<file path="config.mk">
export PLATFORM = sky130hd
export DESIGN_NAME = speed_pulse_gen
export DESIGN_NICKNAME = d
export VERILOG_FILES = /design/src/rtl/speed_pulse_gen.sv
export SDC_FILE = /design/constraint.sdc
export NUM_CORES = 1
export LEC_CHECK = 0
export BUFFER_PORTS_ARGS = -buffer_cell sky130_fd_sc_hd__buf_2
export CORE_MARGIN = 2
export CORE_UTILIZATION = 45
export CTS_CLUSTER_SIZE = 28
export DETAILED_ROUTE_END_ITERATION = 10
export PLACE_DENSITY = 0.63
export SLEW_MARGIN = 20
export SYNTH_ARGS = -nofsm -noshare
export SYNTH_HDL_FRONTEND = slang
export SYNTH_SLANG_ARGS = --single-unit
</file>
<file path="constraint.sdc">
create_clock -name clk -period 6.3 [get_ports clk]
set_input_delay 1.26 -clock clk [delete_from_list [all_inputs] [get_ports clk]]
set_output_delay 1.26 -clock clk [all_outputs]
set_load 0.02 [all_outputs]
</file>
<file path="src/rtl/speed_pulse_gen.sv">
// rtl/speed_pulse_gen.sv - spreads Sa pulses evenly across each MP-cycle window
// Phase accumulator adds Sa every window cycle; each wrap past MP issues one pe a cycle later.
module speed_pulse_gen #(
  parameter int unsigned MP = 4250000
) (
  input  logic       clk,
  input  logic       reset,
  input  logic [7:0] Sd,
  input  logic       ld,
  input  logic       en,
  output logic       pe,
  output logic       win,
  output logic [7:0] Sa,
  output logic       pend,
  output logic [7:0] PC
);

  localparam logic [22:0] MP_C = 23'(MP);

  logic [22:0] cnt_q, cnt_d;
  logic [22:0] acc_q, acc_d;
  logic        carry_q, carry_d;
  logic        pe_q, pe_d;
  logic        win_q, win_d;
  logic [7:0]  sa_q, sa_d;
  logic        pend_q, pend_d;
  logic [7:0]  pval_q, pval_d;
  logic [7:0]  pc_q, pc_d;

  logic        boundary;
  logic [7:0]  sa_eff;
  logic [22:0] base;
  logic [23:0] sum;
  logic [22:0] wrapped;
  logic        carry;

  always_comb begin
    // cnt_q holds the last processed window cycle; 0 means the next enabled cycle restarts
    boundary = (cnt_q == 23'd0) || (cnt_q == MP_C);

    sa_eff = sa_q;
    if (boundary) begin
      if (ld) begin
        sa_eff = Sd;
      end else if (pend_q) begin
        sa_eff = pval_q;
      end
    end

    base    = boundary ? 23'd0 : acc_q;
    sum     = {1'b0, base} + {16'd0, sa_eff};
    carry   = (sum >= {1'b0, MP_C});
    wrapped = sum[22:0] - MP_C;

    cnt_d   = cnt_q;
    acc_d   = acc_q;
    carry_d = carry_q;
    pe_d    = pe_q;
    win_d   = win_q;
    sa_d    = sa_q;
    pend_d  = pend_q;
    pval_d  = pval_q;
    pc_d    = pc_q;

    if (en && boundary) begin
      pend_d = 1'b0;
    end else if (ld) begin
      pval_d = Sd;
      pend_d = 1'b1;
    end

    if (en) begin
      cnt_d   = boundary ? 23'd1 : cnt_q + 23'd1;
      acc_d   = carry ? wrapped : sum[22:0];
      carry_d = carry;
      pe_d    = carry_q;
      win_d   = boundary;
      if (boundary) begin
        sa_d = sa_eff;
        pc_d = {7'd0, pe_d};
      end else if (pe_d && (pc_q != 8'hFF)) begin
        pc_d = pc_q + 8'd1;
      end
    end else begin
      // disabling drops the window and any carry not yet emitted
      cnt_d   = 23'd0;
      acc_d   = 23'd0;
      carry_d = 1'b0;
      pe_d    = 1'b0;
      win_d   = 1'b0;
    end
  end

  always_ff @(posedge clk) begin
    if (reset) begin
      cnt_q   <= 23'd0;
      acc_q   <= 23'd0;
      carry_q <= 1'b0;
      pe_q    <= 1'b0;
      win_q   <= 1'b0;
      sa_q    <= 8'd0;
      pend_q  <= 1'b0;
      pval_q  <= 8'd0;
      pc_q    <= 8'd0;
    end else begin
      cnt_q   <= cnt_d;
      acc_q   <= acc_d;
      carry_q <= carry_d;
      pe_q    <= pe_d;
      win_q   <= win_d;
      sa_q    <= sa_d;
      pend_q  <= pend_d;
      pval_q  <= pval_d;
      pc_q    <= pc_d;
    end
  end

  assign pe   = pe_q;
  assign win  = win_q;
  assign Sa   = sa_q;
  assign pend = pend_q;
  assign PC   = pc_q;

endmodule

</file>
-- Word-level counts from Yosys, hierarchy flattened
Cells that the tools add are included.
- bits in registers: 74
- word-level logic and storage cells: 38
- add/subtract/negate cells: 4
- order comparisons: 1
- eq/ne operators: 2
- multiplexer cells: 8
- bitwise logic cells: 2
- reduce and logical (&&, ||, !) cells: 11
- operator list (cell ; number):
    $mux W23 ; 2
    $mux W8 ; 5
    $add A23 B8 Y24 ; 1
    $ge A24 B23 Y1 const B ; 1
    $add A23 B1 Y23 const B ; 1
    $eq A23 B23 Y1 const B ; 1
    $logic_not A23 Y1 ; 1
    $sub A23 B23 Y23 const B ; 1
    $add A8 B1 Y8 const B ; 1
    $ne A8 B8 Y1 const B ; 1
    $reduce_and A2 Y1 ; 3
    $reduce_or A2 Y1 ; 2
    $reduce_or A3 Y1 ; 1
    $logic_and A1 B1 Y1 ; 2
    $not A1 Y1 ; 2
    $reduce_bool A2 Y1 ; 1
    $logic_or A1 B1 Y1 ; 1
    $mux W1 ; 1

-- Logic depth before layout (Yosys ltp)
- depth in word-level cells: 6
- mapped depth: 26

-- Least setup slack after synthesis
No wires, ideal clock.
- path kind: input to register
- start point: input port ld
- end point: register acc_q[18]
- library setup time: 0.135 ns
- data arrival time: 5.078 ns
- data required time: 6.165 ns
- slack: 1.087 ns
- stages: 17
- cells stage by stage: clkbuf_1 and2_1 clkbuf_1 a22oi_1 o21ai_0 ha_1 fa_1 a211oi_2 o211a_1 nor2_2 or4_4 a31o_1 o41ai_4 nor3_2 buf_6 o311ai_0 o41ai_1
- cells in the longest elaborated chain, start to end: 5
- RTL lines (item ; RTL line ; RTL):
    from (decl) ; 9 ; input logic ld,
    $mux W8 * ; 43 ; if (ld) begin
    $mux W8 * ; 42 ; if (boundary) begin
    named net sa_eff[0] ; 31 ; logic [7:0] sa_eff;
    $add A23 B8 Y24 * ; 51 ; sum = {1'b0, base} + {16'd0, sa_eff};
    $sub A23 B23 Y23 / $ge A24 B23 Y1 (equally long branches) ; 53, 52 ;
    $mux W23 * ; 74 ; acc_d = carry ? wrapped : sum[22:0];
    to (signal assigned) ; 97 ; acc_q <= 23'd0;
    to (signal assigned) ; 107 ; acc_q <= acc_d;
    to (decl) ; 21 ; logic [22:0] acc_q, acc_d;
The timed path passes the listed nets; every way through them passes the cells marked *.
A chain may end at the register's enable or synchronous reset.

-- Final worst setup path
- start point: register cnt_q[14]
- end point: register acc_q[18]
- cells in the longest elaborated chain, start to end: 6
- RTL lines (item ; RTL line ; RTL):
    from (decl) ; 20 ; logic [22:0] cnt_q, cnt_d;
    from (signal assigned) ; 106 ; cnt_q <= cnt_d;
    $eq A23 B23 Y1 / $logic_not A23 Y1 (equally long branches) ; 39 ; boundary = (cnt_q == 23'd0) || (cnt_q == MP_C);
    $logic_or A1 B1 Y1 * ; 39 ;
    $mux W8 * ; 42 ;
    named net sa_eff[1] ; 31 ;
    $add A23 B8 Y24 * ; 51 ;
    $sub A23 B23 Y23 / $ge A24 B23 Y1 (equally long branches) ; 53, 52 ;
    $mux W23 * ; 74 ;
Marks and branches as above.

==> results.md <==
* Die extent in x at roughly 110 um
* Final min period at 5.59 ns
* Slew Limit Fails at 0
* Crit path to: acc_q[18]
* Place WS at 0.783 ns
* Inserted Clock Buffers at 9
* Site Rows at 36
* Worst reg2reg startpoint: cnt_q[14]
* Number of global-route vias before repair at 4,155
* Register-to-Register Path Depth at 19
* Antenna Violating Nets Remaining at 0
* Synth Flop Type: dfxtp_1
* Pleak at 1.89 nW
* # DRC at 0
* Vias at 4,397
* Final setup margin at about 0.71 ns
* Unrepaired setup endpoints after global routing: false
* CORE AREA at 0.00986 mm2
* Critical Path Source Type: flop
* Synth unique cells at 71
* Post-CTS setup buffers at 0
* GRT Total Usage at 21.8%
* Crit path kind: flop to flop
* Maximum vdd drop at approximately 120 uV
* Area Growth Syn to Fin at 10.1%
* Worst EP arrival at 5.80 ns
* DR WL/cell at 15.5 um
* Max_slew headroom at 35.1%
* Final wirelength at roughly 12,000 um
* ANT cells at 0
* Initial antenna violation count at 0
* CP Launch Point: cnt_q[14]
* CTS max path bufs at 2
* Vias per cell at roughly 6
* Post-DP HPWL at 8270 um
* Mapped Cells at 593
* RR Endpoint: acc_q[18]
* Synth warn at 0
* Seq cells post-synth at between 70 and 80
* Clock Latency Late Sink at 0.36 ns
* CTS tree: done
* Count leader, synth: dfxtp_1
* IO Pins at 31
* Top cells by area, synth: dfxtp_1, nand2_1, a21oi_1
* Commonest cells in the netlist: dfxtp_1, nand2_1, nor2_1
* # Max-Cap Violations at 0
* Number of enable flip-flop cells after synthesis at 0
* Fill cells at approximately 940
* Global-route wire length before repair at just under 20,000 um
* Clock root buffer: clkbuf_8
* Fmax at ~0.18 GHz
* Nets@finish at 636
* Area of the mapped netlist at 0.00461 mm2
* Syn nets at 619
* Hold Fails Final Rpt at 0
* Clock transition at path regs at around 0.080 ns
* Setup-failing EPs final at 0
* Largest net degree at the start of global routing at 29
* Skew final at 0.0146 ns
* Hold Path Class: flop to flop
* Share of the synthesized area in the top cell type at 32.1%
* Starting Density at 46.7%
* Die Y at 105 um
* H-tree Lvls at 3
* Fraction of layout cells with a size suffix above 1 at 11.1%
* Final Util at 51.4%
* PortBufs at 30
* Tot Pwr at 1.02 mW
* Max Fanout on Critical Path at 13
* Data required, critical path at about 6.5 ns
* Seq/Total Area, Yosys at 32.1%
* Outcome: finished, final reports clean
* Initial DRC count at 273
* Detailed Routing Iterations Pass 1 at 4
* Clock sinks at 74
* FF-to-FF setup slack at ~0.71 ns
* Total negative slack at 0 ns
* Congestion Overflow GR at 0
* Post-CTS sizing at 0
* Post-synth ARST share at 0%
* Syn Area/Cell at 7.77 um2
* Slew at the pin closest to its max-slew limit at about 0.97 ns
* Pwr/cell area at 201 mW/mm2
* Cts hold-fix bufs at 0
* Crit end category: flop
* Die Area at around 0.011 mm2
* Dominant cell type by area after synthesis: dfxtp_1
* Placer Congestion at 0.961
* Final worst path period share at about nine tenths
==> metrics by stage <==
step	cell area, um2	cells	hold WS (ns)
after floorplan	4610	593	0.436
after global placement	4840	732	0.445
after detailed placement	4840	732	0.450
after CTS	5070	748	0.462
after global routing	5070	748	0.484
final	5070	748	0.466
==> cell type report <==
class,instances,area (um2),area share (%)
Multi-Input combinational cell,482,2970,58.5
Sequential cell,74,1480,29.2
Timing Repair Buffer,37,203,3.99
Tap cell,133,166,3.28
Clock buffer,10,138,2.71
Clock inverter,6,97.6,1.92
Inverter,6,22.5,0.444
==> how the worst min path moves through the flow <==
| stage | from | slack (ns) | cells past startpoint | endpoint |
|---|---|---|---|---|
| final | pval_q[0] | 0.47 | 2 | pval_q[0] |
| after CTS | pval_q[0] | 0.46 | 2 | pval_q[0] |
| after floorplan | pval_q[7] | 0.44 | 2 | pval_q[7] |
| after detailed placement | pval_q[0] | 0.45 | 2 | pval_q[0] |
| after global routing | pval_q[5] | 0.48 | 2 | pval_q[5] |
| after global placement | pval_q[7] | 0.44 | 2 | pval_q[7] |
==> routing by layer <==
metal / GRT usage [%] / up-vias / routed length, um
met3: 2.99 / 26 / 512
met2: 34.3 / 121 / 5200
met1: 29.6 / 2048 / 5560
met4: 9.33 / 0 / 302
met5: 0 / - / 0
li1: - / 2202 / -
==> kinds of logic after synthesis <==
family                   share of synthesized area [%]
AND/OR/NAND/NOR                                   31.2
adder cells (fa/ha/maj)                           3.96
buffers and inverters                             3.56
flip-flops                                        32.1
multiplexers                                     0.434
XOR/XNOR                                          7.03
AO/OA/AOI/OAI                                     21.7
==> critical path, stage by stage (launching register included) <==
cell and delay (ns):
dfxtp_1 0.36, or4_1 0.52, nor2_1 0.18, o21ba_2 0.36, and2_1 0.35, a22oi_1 0.11, o21ai_0 0.25, ha_1 0.34
a211oi_1 0.35, o21ai_0 0.16, xnor2_1 0.39, ha_1 0.28, nand4_1 0.17, nand3_1 0.23, o22ai_1 0.16, o311ai_0 0.50
buf_4 0.23, inv_1 0.07, o311ai_0 0.30, o41ai_1 0.14
==> placed cells by master, fill, tap and decap left out, types with 15 or more instances in the layout <==
cell type	count
xor2_1	24
nor2_1	56
nand3_1	28
nand2_1	67
and2_1	22
nand4_1	18
or3_1	15
buf_2	30
a21oi_1	45
dfxtp_1	74
o21ai_0	34
==> sequential cells by signal, indices dropped and copies added, names as in the netlist <==
| name | count |
|---|---|
| acc_q | 23 |
| cnt_q | 23 |
| PC | 8 |
| Sa | 8 |
| pval_q | 8 |
| carry_q | 1 |
| pe | 1 |
| pend | 1 |
| win | 1 |
==> power breakdown <==
part | total (mW) | internal, mW | switching [mW]
Clock | 0.439 | 0.240 | 0.200
Sequential | 0.484 | 0.476 | 0.00749
Combinational | 0.0962 | 0.0314 | 0.0648
(Power assumes the default switching activity.)
